[src/rtl/s_mem_sequential_reader.sv]
// s_mem_sequential_reader: read-only ascending sweep of S memory onto a valid/ready byte stream.
// Optional identity check (S[i] == i) is enabled by defining S_MEM_IDENTITY_CHECK_EN.
module s_mem_sequential_reader #(
    parameter int READ_LATENCY = 1,
    parameter int DEPTH        = 256
) (
    input  logic       clk,
    input  logic       reset,
    input  logic       start,
    output logic [7:0] address_out,
    output logic       write_enable_out,
    input  logic [7:0] data_in,
    output logic [7:0] data_out,
    output logic [7:0] index_out,
    output logic       data_valid_out,
    input  logic       data_ready_in,
    output logic       busy_out,
    output logic       read_done,
    output logic       mismatch_out,
    output logic [7:0] first_bad_index_out,
    output logic [8:0] mismatch_count_out
);

    typedef enum logic [2:0] {
        IDLE,
        ISSUE,
        WAIT,
        PRESENT,
        DONE
    } state_t;

    localparam logic [8:0] LAST_IDX = 9'(DEPTH - 1);
    localparam logic [1:0] LAT_LOAD = 2'(READ_LATENCY - 1);

    state_t     state_q;
    logic [8:0] idx_q;
    logic [1:0] lat_q;
    logic [7:0] data_q;
    logic [7:0] index_q;
    logic       valid_q;
    logic       busy_q;
    logic       done_q;
    logic       start_ok;
    logic       capture;

    assign start_ok = start && (state_q == IDLE || state_q == DONE);
    assign capture  = (state_q == WAIT) && (lat_q == 2'd0);

    // Address only moves on entry to ISSUE, so RAM q is stable through WAIT.
    always_ff @(posedge clk or posedge reset) begin
        if (reset) begin
            state_q <= IDLE;
            idx_q   <= '0;
            lat_q   <= '0;
            data_q  <= '0;
            index_q <= '0;
            valid_q <= 1'b0;
            busy_q  <= 1'b0;
            done_q  <= 1'b0;
        end else begin
            unique case (state_q)
                IDLE, DONE: begin
                    if (start_ok) begin
                        state_q <= ISSUE;
                        idx_q   <= '0;
                        busy_q  <= 1'b1;
                        done_q  <= 1'b0;
                    end
                end
                ISSUE: begin
                    lat_q   <= LAT_LOAD;
                    state_q <= WAIT;
                end
                WAIT: begin
                    if (capture) begin
                        data_q  <= data_in;
                        index_q <= idx_q[7:0];
                        valid_q <= 1'b1;
                        state_q <= PRESENT;
                    end else begin
                        lat_q <= lat_q - 2'd1;
                    end
                end
                PRESENT: begin
                    if (data_ready_in) begin
                        valid_q <= 1'b0;
                        if (idx_q == LAST_IDX) begin
                            state_q <= DONE;
                            busy_q  <= 1'b0;
                            done_q  <= 1'b1;
                        end else begin
                            idx_q   <= idx_q + 9'd1;
                            state_q <= ISSUE;
                        end
                    end
                end
                default: state_q <= IDLE;
            endcase
        end
    end

    assign address_out      = idx_q[7:0];
    assign write_enable_out = 1'b0;
    assign data_out         = data_q;
    assign index_out        = index_q;
    assign data_valid_out   = valid_q;
    assign busy_out         = busy_q;
    assign read_done        = done_q;

`ifdef S_MEM_IDENTITY_CHECK_EN
    logic       mism_q;
    logic [7:0] first_q;
    logic [8:0] cnt_q;

    always_ff @(posedge clk or posedge reset) begin
        if (reset) begin
            mism_q  <= 1'b0;
            first_q <= '0;
            cnt_q   <= '0;
        end else if (start_ok) begin
            mism_q  <= 1'b0;
            first_q <= '0;
            cnt_q   <= '0;
        end else if (capture && data_in != idx_q[7:0]) begin
            if (!mism_q) begin
                mism_q  <= 1'b1;
                first_q <= idx_q[7:0];
            end
            if (cnt_q != 9'd256) begin
                cnt_q <= cnt_q + 9'd1;
            end
        end
    end

    assign mismatch_out        = mism_q;
    assign first_bad_index_out = first_q;
    assign mismatch_count_out  = cnt_q;
`else
    assign mismatch_out        = 1'b0;
    assign first_bad_index_out = '0;
    assign mismatch_count_out  = '0;
`endif

endmodule

[config.mk]
export PLATFORM = sky130hd
export DESIGN_NAME = s_mem_sequential_reader
export DESIGN_NICKNAME = d
export VERILOG_FILES = /design/src/rtl/s_mem_sequential_reader.sv
export SDC_FILE = /design/constraint.sdc
export NUM_CORES = 1
export LEC_CHECK = 0
export BUFFER_PORTS_ARGS = -buffer_cell sky130_fd_sc_hd__buf_2
export CAP_MARGIN = 0
export CORE_ASPECT_RATIO = 2
export CORE_MARGIN = 5
export CORE_UTILIZATION = 29
export DETAILED_ROUTE_END_ITERATION = 10
export PLACE_DENSITY_LB_ADDON = 0.08
export SYNTH_ARGS = -nofsm -noshare
export SYNTH_HDL_FRONTEND = slang
export SYNTH_SLANG_ARGS = --single-unit
[constraint.sdc]
create_clock -name clk -period 4.65 [get_ports clk]
set_input_delay 0.93 -clock clk [delete_from_list [all_inputs] [get_ports clk]]
set_output_delay 0.93 -clock clk [all_outputs]
set_load 0.02 [all_outputs]
Word level (Yosys, flattened, before mapping)

Index checks and enable logic that the tools add are counted.

Bits in registers: 33
Output and inout port bits: 46
Word-level logic and storage cells: 58

Add/sub/neg operators: 2
Equal/unequal tests: 11
Muxes and demuxes: 22
Reduce and logical (&&, ||, !) cells: 15

Operators with widths:

| kind                                                                  | number |
|---|---|
| 9-bit two-way mux                                                     | 3 |
| 9-bit one-hot mux with 2 select lines                                 | 1 |
| 3-bit two-way mux                                                     | 4 |
| 2-bit inequality test, second input constant                          | 6 |
| 3-bit one-hot mux with 4 select lines                                 | 1 |
| 9-bit by 1-bit adder with 9-bit output, second input constant         | 1 |
| 9-bit by 8-bit equality test with 1-bit output, second input constant | 1 |
| 1-bit two-way mux                                                     | 8 |
| 4-bit AND reduction                                                   | 2 |
| 3-bit by 2-bit equality test with 1-bit output, second input constant | 2 |
| 1-bit one-hot mux with 2 select lines                                 | 3 |
| 3-bit AND reduction                                                   | 2 |
| 2-bit nonzero test                                                    | 3 |
| 2-bit one-hot mux with 2 select lines                                 | 1 |
| 2-bit AND reduction                                                   | 2 |
| 3-bit by 1-bit equality test with 1-bit output, second input constant | 1 |
| 3-bit equality test, second input constant                            | 1 |
| 3-bit zero test                                                       | 1 |
| 1-bit logical AND                                                     | 2 |
| 2-bit zero test                                                       | 1 |
| 2-bit two-way mux                                                     | 1 |
| 2-bit OR reduction                                                    | 1 |
| 2-bit by 1-bit subtractor with 2-bit output, second input constant    | 1 |
| 1-bit logical OR                                                      | 1 |

Logic depth before layout (Yosys ltp)

Depth after elaboration: 5
Gate-level depth with buffers: 9
Depth with buffers taken out: 8

Worst setup path after synthesis

OpenSTA, ideal clock, no wires.

Path kind: register to register
Start: register idx_q[0]
End: register idx_q[6]
Setup time: 126 ps
Arrival time: 1696 ps
Setup slack: 2828 ps
Cell stages (with the launch flop): 10
Buffers on the path: 1
Clock period less this slack: 1822 ps
Cells stage by stage: dfrtp_1 ha_1 and3_1 and3_1 ha_1 inv_1 a31oi_4 buf_6 o21ai_2 o31ai_1

Word-level cells in the longest chain between the ends: 4
Elaborated cells between the ends (all ways): 7

RTL lines:

| what                                   | line | RTL |
|---|---|---|
| from (decl)                            | 36   | `logic [8:0] idx_q;` |
| from (signal assigned)                 | 92   | `idx_q <= idx_q + 9'd1;` |
| 9-bit by 1-bit adder with 9-bit output | 92   |  |
| 9-bit two-way mux                      | 87   | `if (idx_q == LAST_IDX) begin` |
| 9-bit two-way mux                      | 85   | `if (data_ready_in) begin` |
| 9-bit one-hot mux with 2 select lines  | 61   | `unique case (state_q)` |

Parallel ways exist; a longest one is shown, timed or not. The select of a mux whose other input is x is not followed.
A chain may end at the register's enable or synchronous reset.

Worst setup path in the final report

Start: register idx_q[0]
End: register idx_q[3]

The elaborated chain is that of the path after synthesis.

==> metrics.txt <==
Post-route DRC=0; flops & latches, synth=33; GR Util All Layers=9.96%; Initial DRC Count=39; Avg WL per Cell=14.0 um; clock sinks=33; RSZ-0062 raised after global routing=no; worst-case clock skew=2.38 ps; worst vdd ir=0.193 mV; Die Y=121 um; placed insts=250; Initial Utilization=29.5%; DRT Pass-1 Iters=4; distinct cell type count after synthesis=40; Least-Margin Pin Slew=538 ps; outcome=finished clean; area share of the largest cell type after synthesis=46.5%; vias in the first global route=1242; fmax=470 MHz; overall power=1310 uW; Post-CTS Setup Bufs=0; Detail Route Antenna Nets=0; most common flop cell mapped by yosys=dfrtp_1; vias=1204; placed inst area=1870 sq um; # resized after CTS=0; mapped cell area=1770 sq um; WL met1=1.30 mm; final wirelength=3.62 mm; Die W=65.3 um; gr ovfl total=0; Clock Tree Buf Depth=2; TritonCTS clock tree=done; Ys Warns=0; cell taking the most area after synthesis=dfrtp_1; Inserted Diodes=0; MaxCap Viol Count=0; fin cells=258; H-tree depth=2; worst skew pair latency=280 ps; top cells by area, synth=dfrtp_1, buf_4, mux2_1, mux2_2, o21ai_1; Rows=40; power density cells=640 nW/um^2; most common cell in the netlist=dfrtp_1; CP endpoint kind=flop; Crit-path slowest cell=dfrtp_1; CTS buffer count=5; synthesized instance count=163; Max Fanout on Critical Path=12; Setup Viol. Count Final=0; Fill cells=662; fin crit share=45.8%; area of the multi-input gates=742 sq um; Fin Setup TNS=0 ps; Hold Buf Count CTS=0; Final min period=2130 ps; largest net degree at the start of global routing=34; worst hold path type=flop to flop; Max Slew Vio Count=0; Leak=0.00102 uW; FF+latch area=826 sq um; # IOs=58; Post-synth top cells=dfrtp_1, buf_4, nand2_1; met2 routed WL=2.02 mm; max layer used=met4; met3 routed WL=231 um; fraction of registers with async set/reset=100%; Worst slew margin=64.1%; nets=209; Critical Path AT=2290 ps; initial antenna violation count=0; Core Box Area=6010 sq um; final instance area=2040 sq um; first-pass GRT wire length=6.07 mm; sequential share of the synthesized area=46.5%; Area growth, synth to finish=15.0%; PortBufs=38; vias per inst=4.67; Final Hold Fails=0; CP Launch Type=flop; Die ar.=7880 sq um; WP data required=4810 ps; CP cell instances=ha_1, and3_1, and3_1, ha_1, inv_1, a31oi_4, nor4_2, a211o_1; max incr delay on CP=420 ps; Final GP Congestion=0.728; Clock transition at path regs=50 ps; Root Buffer=clkbuf_16; Worst Path Class, Setup=flop to flop; EDFF count, synth=0; syn avg cell area=10.9 sq um; DP HPWL=2.84 mm; layout cells sized above 1=31.3%
[flip-flops by register name, summed over array words and instances (netlist names)]
register,cells
lat_q,2
idx_q,9
data_out,8
busy_out,1
data_valid_out,1
read_done,1
state_q,3
index_out,8
[area by class of cell]
type / instances / area share [%]
clock buffers: 7 / 6.99
clock inverters: 1 / 1.47
inverters: 6 / 1.10
multi-input cells: 109 / 36.4
flip-flops and latches: 33 / 40.5
well taps: 63 / 3.87
repair buffers: 39 / 9.69
[where the power goes]
group,leakage [uW],internal [uW],total (uW),switching (uW)
combinational,0.000519,180,467,286
sequential,0.000418,376,458,82.2
clock,0.0000841,267,381,114
total,0.00102,824,1310,482
[metrics by stage]
stage	util [%]	hold WS, ps	setup WS [ps]
after detailed placement	31.1	471	2540
after CTS	34.0	483	2510
after floorplan	-	457	2830
final	34.0	475	2520
after global routing	34.0	495	2370
after global placement	31.1	462	2570
[worst paths after layout]
kind / from / to / slack, ps / depth (start not counted)
max: idx_q[0] / idx_q[3] / 2520 / 8
min: data_out[2] / data_out[2] / 470 / 1
max reg2reg: idx_q[0] / idx_q[3] / 2520 / 8
min reg2reg: data_out[2] / data_out[2] / 470 / 1
max in group asynchronous: reset / index_out[4] / 3610 / 3
min in group asynchronous: reset / data_out[6] / 730 / 3
[routing by layer]
layer,global-route usage (%),vias to the layer above
li1,-,582
met1,9.85,585
met2,18.3,32
met3,2.88,5
met4,4.68,0
met5,0,-
[cells by family (layout without fill, tap and decap cells)]
family | Yosys count | after routing | synth area share (%)
compound gates | 31 | 31 | 11.8
simple gates | 39 | 39 | 13.2
mux | 17 | 17 | 10.7
buf+inv | 39 | 53 | 15.4
other cells | 1 | 19 | 0.211
flops | 33 | 33 | 46.5
fa+ha+maj | 3 | 3 | 2.12
[critical path, delay by kind of cell, from the launching register on]
kind | cells | cell delay [ps]
buffers and inverters | 1 | 90
DFF | 1 | 420
AOI/OAI and AO/OA | 2 | 590
and+or+nand+nor | 3 | 520
adders and majority gates | 2 | 400
[cell usage in the layout (no fill, tap or decap), types with 2 or more instances in the layout]
cell type and n:
nand3_1 6, a21oi_1 5, mux2_1 10, clkbuf_16 5, buf_2 38, inv_1 6, o21ai_1 9, nor2_1 3
o21ai_0 5, mux2_2 6, nor3_1 2, nand2_1 11, dfrtp_1 33, and3_1 6, a22o_1 2, conb_1 19
ha_1 3
Note: power is estimated with default switching activity, not from simulation.
